File: src/rtl/fft_pkg.sv
// Shared definitions for the FFT output path.
//   DW / LANES / FRAME : sample width, samples per parallel word, samples per frame
//   sample_t, pword_t  : one complex sample and one 4-lane parallel word
//   wcnt_t, rcnt_t     : write-side word counter and read-side sample counter
//   rd_state_t         : read-side FSM states
//   bitrev4            : 4-bit index reversal used by the optional bit-reversed readout
package fft_pkg;

    localparam int DW     = 34;
    localparam int LANES  = 4;
    localparam int FRAME  = LANES * LANES;
    localparam int WCNT_W = 2;
    localparam int RCNT_W = 4;

    typedef logic [DW-1:0]       sample_t;
    typedef logic [LANES*DW-1:0] pword_t;
    typedef logic                bank_t;
    typedef logic [WCNT_W-1:0]   wcnt_t;
    typedef logic [RCNT_W-1:0]   rcnt_t;

    typedef enum logic {
        IDLE   = 1'b0,
        STREAM = 1'b1
    } rd_state_t;

    function automatic rcnt_t bitrev4(input rcnt_t idx);
        return {idx[0], idx[1], idx[2], idx[3]};
    endfunction

endpackage

File: src/rtl/p_s_bank.sv
// One frame buffer: 16 samples of DW bits.
//   clk     : rising-edge clock
//   wr_en   : write one parallel word into column col
//   col     : word number within the frame (0..3)
//   wr_data : 4-lane word; lane j lands in sample 4*j + col
//   rd_idx  : sample index to read (0..15)
//   rd_data : combinational read of sample rd_idx
// Storage is intentionally not reset.
import fft_pkg::*;

module p_s_bank (
    input  logic              clk,
    input  logic              wr_en,
    input  logic [WCNT_W-1:0] col,
    input  logic [LANES*DW-1:0] wr_data,
    input  logic [RCNT_W-1:0] rd_idx,
    output logic [DW-1:0]     rd_data
);

    sample_t mem [FRAME];

    // Sample index 4*j + col is simply the concatenation {j, col}.
    always_ff @(posedge clk) begin
        if (wr_en) begin
            for (int j = 0; j < LANES; j++) begin
                mem[{j[1:0], col}] <= wr_data[j*DW +: DW];
            end
        end
    end

    assign rd_data = mem[rd_idx];

endmodule

File: src/rtl/p_s.sv
// Parallel-to-serial converter at the FFT output.
// Takes 4-lane words (four per 16-sample frame), un-transposes them into a
// ping-pong pair of frame buffers and streams one sample per clock.
//   clk          : rising-edge clock
//   rst_n        : asynchronous active-low reset
//   data_in_1    : parallel word, lane j = bits [34j+33:34j]
//   p_s_flag_in  : word valid
//   p_s_ready    : word accepted when p_s_flag_in && p_s_ready
//   data_out_1   : serial sample
//   p_s_flag_out : data_out_1 valid
//   p_s_sof      : first sample of a frame
//   p_s_ovf      : sticky, a word was offered while p_s_ready was low
// Build option: define P_S_BITREV_EN to read each frame in bit-reversed order.
import fft_pkg::*;

module p_s (
    input  logic                clk,
    input  logic                rst_n,
    input  logic [LANES*DW-1:0] data_in_1,
    input  logic                p_s_flag_in,
    output logic                p_s_ready,
    output logic [DW-1:0]       data_out_1,
    output logic                p_s_flag_out,
    output logic                p_s_sof,
    output logic                p_s_ovf
);

    bank_t     wr_bank;
    wcnt_t     wr_cnt;
    bank_t     rd_bank;
    bank_t     rd_bank_nxt;
    rcnt_t     rd_cnt;
    rcnt_t     rd_cnt_nxt;
    rcnt_t     rd_idx;
    logic [1:0] bank_full;
    logic [1:0] bank_full_nxt;
    rd_state_t state;
    rd_state_t state_nxt;
    logic      accept;
    logic      last_word;
    logic      emit;
    logic      release_bank;
    sample_t   rd_data0;
    sample_t   rd_data1;
    sample_t   rd_sample;

    // Ready depends on registered state only.
    assign p_s_ready = !bank_full[wr_bank];
    assign accept    = p_s_flag_in && p_s_ready;
    assign last_word = (wr_cnt == WCNT_W'(LANES-1));

`ifdef P_S_BITREV_EN
    assign rd_idx = bitrev4(rd_cnt);
`else
    assign rd_idx = rd_cnt;
`endif

    p_s_bank u_bank0 (
        .clk     (clk),
        .wr_en   (accept && (wr_bank == 1'b0)),
        .col     (wr_cnt),
        .wr_data (data_in_1),
        .rd_idx  (rd_idx),
        .rd_data (rd_data0)
    );

    p_s_bank u_bank1 (
        .clk     (clk),
        .wr_en   (accept && (wr_bank == 1'b1)),
        .col     (wr_cnt),
        .wr_data (data_in_1),
        .rd_idx  (rd_idx),
        .rd_data (rd_data1)
    );

    assign rd_sample = rd_bank ? rd_data1 : rd_data0;

    // Read FSM. IDLE emits sample 0 in the same cycle it sees a full bank so
    // the first sample appears one edge after the frame completes.
    always_comb begin
        state_nxt    = state;
        rd_cnt_nxt   = rd_cnt;
        rd_bank_nxt  = rd_bank;
        emit         = 1'b0;
        release_bank = 1'b0;
        case (state)
            IDLE:    emit = bank_full[rd_bank];
            STREAM:  emit = 1'b1;
            default: emit = 1'b0;
        endcase
        if (emit) begin
            rd_cnt_nxt = rd_cnt + 1'b1;
            state_nxt  = STREAM;
            if (rd_cnt == RCNT_W'(FRAME-1)) begin
                release_bank = 1'b1;
                rd_bank_nxt  = !rd_bank;
                // A frame completing on this same edge is picked up from IDLE
                // next cycle, which still leaves no gap.
                if (!bank_full[!rd_bank]) begin
                    state_nxt = IDLE;
                end
            end
        end
    end

    // Release and fill always target different banks, so both apply.
    always_comb begin
        bank_full_nxt = bank_full;
        if (release_bank) begin
            bank_full_nxt[rd_bank] = 1'b0;
        end
        if (accept && last_word) begin
            bank_full_nxt[wr_bank] = 1'b1;
        end
    end

    always_ff @(posedge clk or negedge rst_n) begin
        if (!rst_n) begin
            state <= IDLE;
        end else begin
            state <= state_nxt;
        end
    end

    always_ff @(posedge clk or negedge rst_n) begin
        if (!rst_n) begin
            wr_bank   <= 1'b0;
            wr_cnt    <= '0;
            rd_bank   <= 1'b0;
            rd_cnt    <= '0;
            bank_full <= '0;
            p_s_ovf   <= 1'b0;
        end else begin
            rd_bank   <= rd_bank_nxt;
            rd_cnt    <= rd_cnt_nxt;
            bank_full <= bank_full_nxt;
            if (accept) begin
                wr_cnt <= wr_cnt + 1'b1;
                if (last_word) begin
                    wr_bank <= !wr_bank;
                end
            end
            if (p_s_flag_in && !p_s_ready) begin
                p_s_ovf <= 1'b1;
            end
        end
    end

    // Output register: data holds its last value while idle.
    always_ff @(posedge clk or negedge rst_n) begin
        if (!rst_n) begin
            data_out_1   <= '0;
            p_s_flag_out <= 1'b0;
            p_s_sof      <= 1'b0;
        end else begin
            p_s_flag_out <= emit;
            p_s_sof      <= emit && (rd_cnt == '0);
            if (emit) begin
                data_out_1 <= rd_sample;
            end
        end
    end

endmodule

File: config.mk
export PLATFORM = sky130hd
export DESIGN_NAME = p_s
export DESIGN_NICKNAME = d
export VERILOG_FILES = /design/src/rtl/fft_pkg.sv /design/src/rtl/p_s_bank.sv /design/src/rtl/p_s.sv
export SDC_FILE = /design/constraint.sdc
export NUM_CORES = 1
export LEC_CHECK = 0
export BUFFER_PORTS_ARGS = -buffer_cell sky130_fd_sc_hd__clkbuf_2
export CAP_MARGIN = 20
export CORE_ASPECT_RATIO = 0.5
export CORE_MARGIN = 3
export CORE_UTILIZATION = 35
export CTS_CLUSTER_DIAMETER = 100
export DETAILED_ROUTE_END_ITERATION = 8
export PLACE_DENSITY = 0.55
export SKIP_CTS_REPAIR_TIMING = 1
export SYNTH_ARGS = -nofsm -noshare
export SYNTH_HDL_FRONTEND = slang
export SYNTH_SLANG_ARGS = --single-unit
File: constraint.sdc
create_clock -name clk -period 4.6 [get_ports clk]
set_clock_uncertainty 0.2 [all_clocks]
set_input_delay 0.46 -clock clk [delete_from_list [all_inputs] [get_ports clk]]
set_output_delay 0.46 -clock clk [all_outputs]
set_load 0.005 [all_outputs]
[After elaboration in Yosys (flattened, before gate mapping)]
Memory sizes are Yosys's and may differ from the RTL's.
Index checks and enable logic that the tools add are counted.
Cells by class
  magnitude comparators: 5
  bitwise operators: 5
  muxes and demuxes: 22
  equal/unequal tests: 2
  $add $sub $neg: 2
  reductions and logical operators: 14
Operators with widths (count)
  2-to-1 mux 34 bit: 1
  2-to-1 mux 1 bit: 16
  logical AND 1 bit: 8
  less-than comparator 1 x 2 -> 1 bit (second input constant): 3
  adder 4 x 1 -> 4 bit (second input constant): 1
  equality test 4 bit (second input constant): 1
  logical NOT 4 bit: 1
  2-to-1 mux 2 bit: 2
  AND reduction 2 bit: 2
  logical NOT 1 bit: 3
  adder 2 x 1 -> 2 bit (second input constant): 1
  AND 2 bit: 1
  demux 1 bit (select 1 bit): 2
  equality test 2 bit (second input constant): 1
  greater-or-equal comparator 1 bit (second input constant): 2
  NOT 1 bit: 2
  NOT 2 bit: 1
  OR 2 bit: 1
  one-hot mux 1 bit (2 select lines): 1
Storage, ports and cells
  bits in writable memories: 1088
  bits of input ports: 139
  output and inout bits: 38
  memories kept: 2
  flip-flop bits (word level): 48
  word-level logic and storage cells: 62
Memory list
  u_bank0.mem: words 16, width 34, read ports 1, clocked after memory_dff 0, wr ports 4, RTL line p_s_bank.sv:20  | sample_t mem [FRAME];
  u_bank1.mem: words 16, width 34, read ports 1, clocked after memory_dff 0, wr ports 4, RTL line p_s_bank.sv:20

[Longest topological paths before layout]
Gate-level depths: netlist (run 1).
  depth in word-level cells: 9
  mapped depth: 9
  mapped depth without buffers: 5

[Modules after synthesis]
Synthesis (run 1) repeated with hierarchy kept, for this count alone.
Unflattened totals
  cell total of the unflattened synthesis: 1836
  area, all modules: 43030.0 um^2
Modules (own cells, without submodules)
  p_s_bank: area each 20315.7 um^2, cells an instance 836, sequential area each 16335.7 um^2, times used 2
  p_s: area each 2398.6 um^2, cells an instance 164, sequential area each 1201.2 um^2, times used 1

[Worst setup path after synthesis (run 1)]
Ideal clock, no wire load.
  kind: register -> register
  start point: register bank_full[0]
  end point: memory u_bank0.mem[11][0] (netlist bit), enable pin
  period minus slack after synthesis: 4.516 ns
  data required time: 3.886 ns
  stages on the path, launching flop included: 3
  path buffers: 0
  data arrival time: 3.802 ns
  library setup time: 0.514 ns
  path slack: 0.084 ns
  cell sequence: dfrtp_1 -> nor2_1 -> and3_1
RTL lines
  from (decl): RTL line p_s.sv:35  | logic [1:0] bank_full;
  from (signal assigned): RTL line p_s.sv:136  | bank_full <= bank_full_nxt;
  to (decl): RTL line p_s_bank.sv:20

[Worst setup path in the final report (run 1)]
  start point: register rd_cnt[1]
  end point: register data_out_1[22]
Between the ends
  longest elaborated chain between the ends: 2
  elaborated cells between the ends (all ways): 3
  those cells by class: 1 x mux; 2 x memory
RTL lines
  from (decl): RTL line p_s.sv:32  | rcnt_t rd_cnt;
  from (signal assigned): RTL line p_s.sv:135  | rd_cnt <= rd_cnt_nxt;
  memory (16 x 34 bit)
  2-to-1 mux 34 bit *: RTL line p_s.sv:76  | assign rd_sample = rd_bank ? rd_data1 : rd_data0;
  to (signal assigned): RTL line p_s.sv:159  | data_out_1 <= rd_sample;
  to (decl): RTL line p_s.sv:22  | output logic [DW-1:0] data_out_1,
Mark *: on every way between the ends. The rest lies on a longest branch, timed or not.
A chain may end at the register's enable or synchronous reset.

==> impl_metrics.ini, run 1 <==
[power]
p_leak_nw = 17.06
powerDensity_nw_per_um2 = 594.5
ir_drop_uv = 339.3
power_mw = 30.32

[cts]
insertion_delay_ns = 0.67
cts_max_level = 3
cts_tree = done
cts_buffers = 106
cts_sinks = 1136
clk_pin_slew_worst_paths_ns = 0.06
clock_path_buffers = 3
cts-root-buf = clkbuf_16

[grt]
grt_pass1_vias = 21347
antenna_found_initial = 9
grt_use_total = 0.1690
grt_max_degree = 75
grt_first_pass_wirelength_mm = 157.2
overflow = 0

[sta]
slew_violations = 0
tightestPinTransition_ns = 1.048
relSlewSlack = 0.3011
period_share = 0.7087
grt_setup_unrepaired = no
hold_ws_ns = 0.2803
tns_ns = 0
hold_viol = 0
setup_viol = 0
fmax_mhz = 306.7
fin_ws_ns = 1.340
period_needed_ns = 3.260

[synthesis]
synth_edf_count = 1088
yosysSeqAreaShare = 0.7837
yosys_warnings = 0
synth_common_cells = 1088 x edfxtp_1, 273 x mux2i_1, 170 x mux4_2, 106 x nor2_1, 103 x o22ai_1
synthCells = 2057
synth_fp_nets = 2202
ys_top_cells_by_area = edfxtp_1 76%, mux4_2 8.9%, mux2i_1 6.3%, dfrtp_1 2.8%, o22ai_1 1.5%
ys_seq_elements = 1136
synthArstFlopShare = 0.04225
yosys.area.top_type = edfxtp_1
synthesis.area_sq_um = 43220
synth_ff_type = edfxtp_1
synth.avg_cell_area_sq_um = 21.01
synth_top_area_share = 0.7559
yosysUniqueCellTypes = 36
synth.most_common_cell = edfxtp_1

[die]
fp.dieH_microns = 254.5
die-area_sq_um = 128000
num_rows = 90
io_pins = 177
core_sq_um = 121500
start_util = 0.3557
die_w_microns = 503.0

[placed_design]
dp_hpwl_mm = 62.68
port_buffers = 176
dpl_worst_slack_ns = 1.399
place_congestion = 0.7697

[min_path]
hold_path_class = flip-flop to flip-flop

[run_status]
outcome = finished clean

[drt]
drtAntennaViolNets = 0
vias_per_cell = 5.261
num_vias = 21693
first_pass_iters = 6
remaining_drc_errors = 0
routed_wl_mm = 109.1
wl_per_cell_microns = 26.47
drt_iter0_drc = 1714

[critical_path]
crit_required_ns = 4.93
crit_path_start = rd_cnt[1]$_DFFE_PN0P_
crit_end = data_out_1[22]$_DFFE_PN0P_
crit_type = flip-flop to flip-flop
reg2reg_depth = 7
end_kind = flip-flop
startpoint_type = flip-flop
reg2reg_to = data_out_1[22]$_DFFE_PN0P_
cp.arrival_ns = 3.59
crit_fanout = 65
r2r_start = rd_cnt[1]$_DFFE_PN0P_
r2r_slack_ns = 1.34

[final_layout]
nets = 2566
drive_gt1_frac = 0.2316
fillers = 10595
utilization = 0.4197
area_delta_synth_final_pct = 17.99

[flow_run]
drv_cap = 0
## registers in the layout (all words and copies together) (netlist names)
| name | cells |
|---|---|
| data_out_1 | 34 |
| p_s_flag_out | 1 |
| p_s_ovf | 1 |
| p_s_sof | 1 |
| u_bank1.mem | 544 |
| rd_bank | 1 |
| bank_full | 2 |
| wr_cnt | 2 |
| wr_bank | 1 |
| state | 1 |
| u_bank0.mem | 544 |
| rd_cnt | 4 |
## report_power, final
part | internal, mW | total [mW] | switching (mW)
Sequential | 12.6 | 13.2 | 0.579
Combinational | 3.53 | 8.69 | 5.15
Clock | 4.74 | 8.46 | 3.72
Total | 20.9 | 30.3 | 9.45
## layer usage
metal,GRT usage,vias up,part of all wire
li1,-,9254,-
met1,0.2509,11643,0.47
met2,0.2561,663,0.46
met3,0.03673,129,0.059
met4,0.03779,4,0.016
met5,0,-,0.00018
## layout by cell type (no fill, tap or decap), types with 7 or more instances in the layout
cell              n
buf_4            33
bufinv_16         7
nor3_1           34
dlygate4sd3_1   138
dfrtp_1          44
edfxtp_1       1088
nor4_1           34
clkbuf_8          7
a2111oi_0        22
buf_12           24
nand2_1           7
clkbuf_1         27
clkbuf_16       106
clkbuf_2        175
clkinv_2         20
nor2_1          106
clkinv_1         21
mux2i_1         273
mux4_2          170
a2111oi_2        11
o22ai_1         103
## worst max-delay path, cell delays in order, from the launching register on
cell and delay (ns):
dfrtp_4 0.73, buf_12 0.36, buf_4 0.38, mux4_2 0.34, mux2i_1 0.54, nor2_1 0.08, nor4_1 0.20, nor3_1 0.08
## how the worst min path moves through the flow
stage	startpoint	to	depth (start not counted)
2_1_floorplan	rst_n	bank_full[0]$_DFF_PN0_	0
3_3_place_gp	p_s_ovf$_DFFE_PN0P_	p_s_ovf$_DFFE_PN0P_	1
3_5_place_dp	p_s_ovf$_DFFE_PN0P_	p_s_ovf$_DFFE_PN0P_	1
4_1_cts	rst_n	data_out_1[17]$_DFFE_PN0P_	1
5_1_grt	p_s_ovf$_DFFE_PN0P_	p_s_ovf$_DFFE_PN0P_	1
6_report	p_s_ovf$_DFFE_PN0P_	p_s_ovf$_DFFE_PN0P_	1
## logic make-up after synthesis
kind of cell | share of synthesized area
AO/OA/AOI/OAI | 0.02481
adder cells (fa/ha/maj) | 0.001737
multiplexers | 0.1521
buffers and inverters | 0.01534
flip-flops | 0.7837
XOR/XNOR | 0.001013
AND/OR/NAND/NOR | 0.02128
## layout make-up
class / count / area [sq um] / area share
multi-input combinational: 801 / 8756 / 0.1717
sequential: 1136 / 33890 / 0.6645
inverter: 6 / 27.53 / 0.0005398
clock buffer: 140 / 2850 / 0.05589
clock inverter: 56 / 464.2 / 0.009103
antenna: 4 / 10.01 / 0.0001963
timing repair buffer: 370 / 2985 / 0.05854
tap: 1610 / 2014 / 0.03950
## per-stage QoR
| step | std cells | instance area [sq um] |
|---|---|---|
| floorplan | 2057 | 43220 |
| global placement | 3785 | 46290 |
| detailed placement | 3785 | 46290 |
| CTS | 3981 | 49600 |
| global route | 4121 | 50990 |
| finish | 4123 | 51000 |
Power figures use the tool's default switching activity.
==> inputs of run 2 (changes only) <==
==> constraint.sdc (replaced) <==
create_clock -name clk -period 2.6 [get_ports clk]
set_clock_uncertainty 0.2 [all_clocks]
set_input_delay 0.26 -clock clk [delete_from_list [all_inputs] [get_ports clk]]
set_output_delay 0.26 -clock clk [all_outputs]
set_load 0.005 [all_outputs]
==> run 2 against run 1 <==
Via count increased by 1.7%. Die area unchanged. Sequential power increased by 75%. Total power increased by 85%. Sequential share of layout area decreased by 2.1 points.
==> impl_metrics.ini, run 2 (same netlist as run 1, synthesis figures left out) <==
[drt]
drt_iter0_drc = 1816
routed_wl_mm = 111.0
vias_per_cell = 5.198
num_vias = 22065
remaining_drc_errors = 0
first_pass_iters = 5
drtAntennaViolNets = 0
wl_per_cell_microns = 26.15

[sta]
period_share = 0.9608
period_needed_ns = 2.498
grt_setup_unrepaired = yes
setup_viol = 0
tightestPinTransition_ns = 0.7169
hold_viol = 0
fmax_mhz = 400.3
tns_ns = 0
slew_violations = 0
relSlewSlack = 0.5221
hold_ws_ns = 0.1975

[grt]
grt_pass1_vias = 21270
grt_use_total = 0.1698
overflow = 0
grt_max_degree = 67
grt_first_pass_wirelength_mm = 156.2
antenna_found_initial = 13

[placed_design]
place_congestion = 0.7635
dp_hpwl_mm = 69.35
dp_cells = 3894
port_buffers = 176

[final_layout]
layout_common_cells = 1088 x edfxtp_1, 270 x mux2i_1, 175 x clkbuf_2
nets = 2687
fillers = 10403
drive_gt1_frac = 0.2723
final_common_cell = edfxtp_1
final_cells = 4245
area_delta_synth_final_pct = 21.92
utilization = 0.4337

[critical_path]
reg2reg_to = data_out_1[28]$_DFFE_PN0P_
crit_required_ns = 2.95
r2r_slack_ns = 0.10
startpoint_type = flip-flop
r2r_start = rd_cnt[0]$_DFFE_PN0P_
crit_type = flip-flop to flip-flop
cp.arrival_ns = 2.85
crit_path_start = rd_cnt[0]$_DFFE_PN0P_
end_kind = flip-flop
crit_fanout = 16
reg2reg_depth = 7
crit_end = data_out_1[28]$_DFFE_PN0P_

[die]
fp.dieH_microns = 254.5
num_rows = 90
die_w_microns = 503.0
start_util = 0.3557
io_pins = 177
die-area_sq_um = 128000
core_sq_um = 121500

[cts]
cts_sinks = 1136
insertion_delay_ns = 0.69
clk_pin_slew_worst_paths_ns = 0.06
cts_max_level = 3
clock_path_buffers = 3
cts-root-buf = clkbuf_16
cts_tree = done
cts_buffers = 105

[min_path]
hold_path_class = primary input to flip-flop

[power]
powerDensity_nw_per_um2 = 1063
p_leak_nw = 17.88
power_mw = 56.02
ir_drop_uv = 624.3

[flow_run]
drv_cap = 0

[run_status]
outcome = finished clean
==> run 2: cell types whose count changed in the layout (fill, tap and decap cells not counted), sizes merged <==
cell / before / now
inv: 8 / 7
dlygate4sd3: 138 / 139
clkinvlp: 2 / 5
diode: 4 / 6
buf: 57 / 175
clkbuf: 315 / 324
clkinv: 45 / 35
==> run 2: report_power, final <==
part | total (mW) | internal (mW) | switching [mW] | leakage [nW]
Sequential | 23.1 | 22.3 | 0.820 | 10.4
Combinational | 17.8 | 7.90 | 9.91 | 5.86
Clock | 15.1 | 8.58 | 6.53 | 1.64
==> run 2: per-stage QoR <==
step	area (sq um)	worst slack [ns]
final	52690	0.1018
after floorplan	43250	-0.7717
after detailed placement	47590	-0.05779
after global placement	47590	-0.08463
after CTS	50950	-0.07201
after global routing	52680	-0.03306
==> run 2: area by class of cell <==
| type | instances | area [sq um] | area share |
|---|---|---|---|
| inverter | 6 | 26.28 | 0.0004986 |
| tap | 1610 | 2014 | 0.03823 |
| antenna | 6 | 15.01 | 0.0002849 |
| clock inverter | 48 | 410.4 | 0.007788 |
| timing repair buffer | 492 | 4549 | 0.08633 |
| clock buffer | 146 | 2947 | 0.05592 |
| sequential | 1136 | 33890 | 0.6431 |
| multi-input combinational | 801 | 8845 | 0.1678 |
==> run 2: how the worst min path moves through the flow <==
stage | startpoint | cells past startpoint | to
after detailed placement | rst_n | 1 | data_out_1[4]$_DFFE_PN0P_
after floorplan | rst_n | 0 | bank_full[0]$_DFF_PN0_
final | data_in_1[31] | 2 | u_bank0.mem[0][31]$_DFFE_PP_
after CTS | rst_n | 1 | data_out_1[4]$_DFFE_PN0P_
after global routing | data_in_1[31] | 2 | u_bank0.mem[1][31]$_DFFE_PP_
after global placement | rst_n | 1 | data_out_1[4]$_DFFE_PN0P_
==> run 2: worst max-delay path, stage by stage (launching register included) <==
cell,delay (ns)
dfrtp_4,0.52
buf_12,0.18
buf_16,0.18
mux4_2,0.50
mux2i_1,0.18
nor2_1,0.10
a2111oi_0,0.38
nor3_1,0.11
==> run 2: routing by layer <==
layer  track usage  wire length [microns]
met1        0.2504                  51180
met2        0.2579                  51230
met3       0.03788                   6800
met4       0.03923                   1718
met5             0                     61
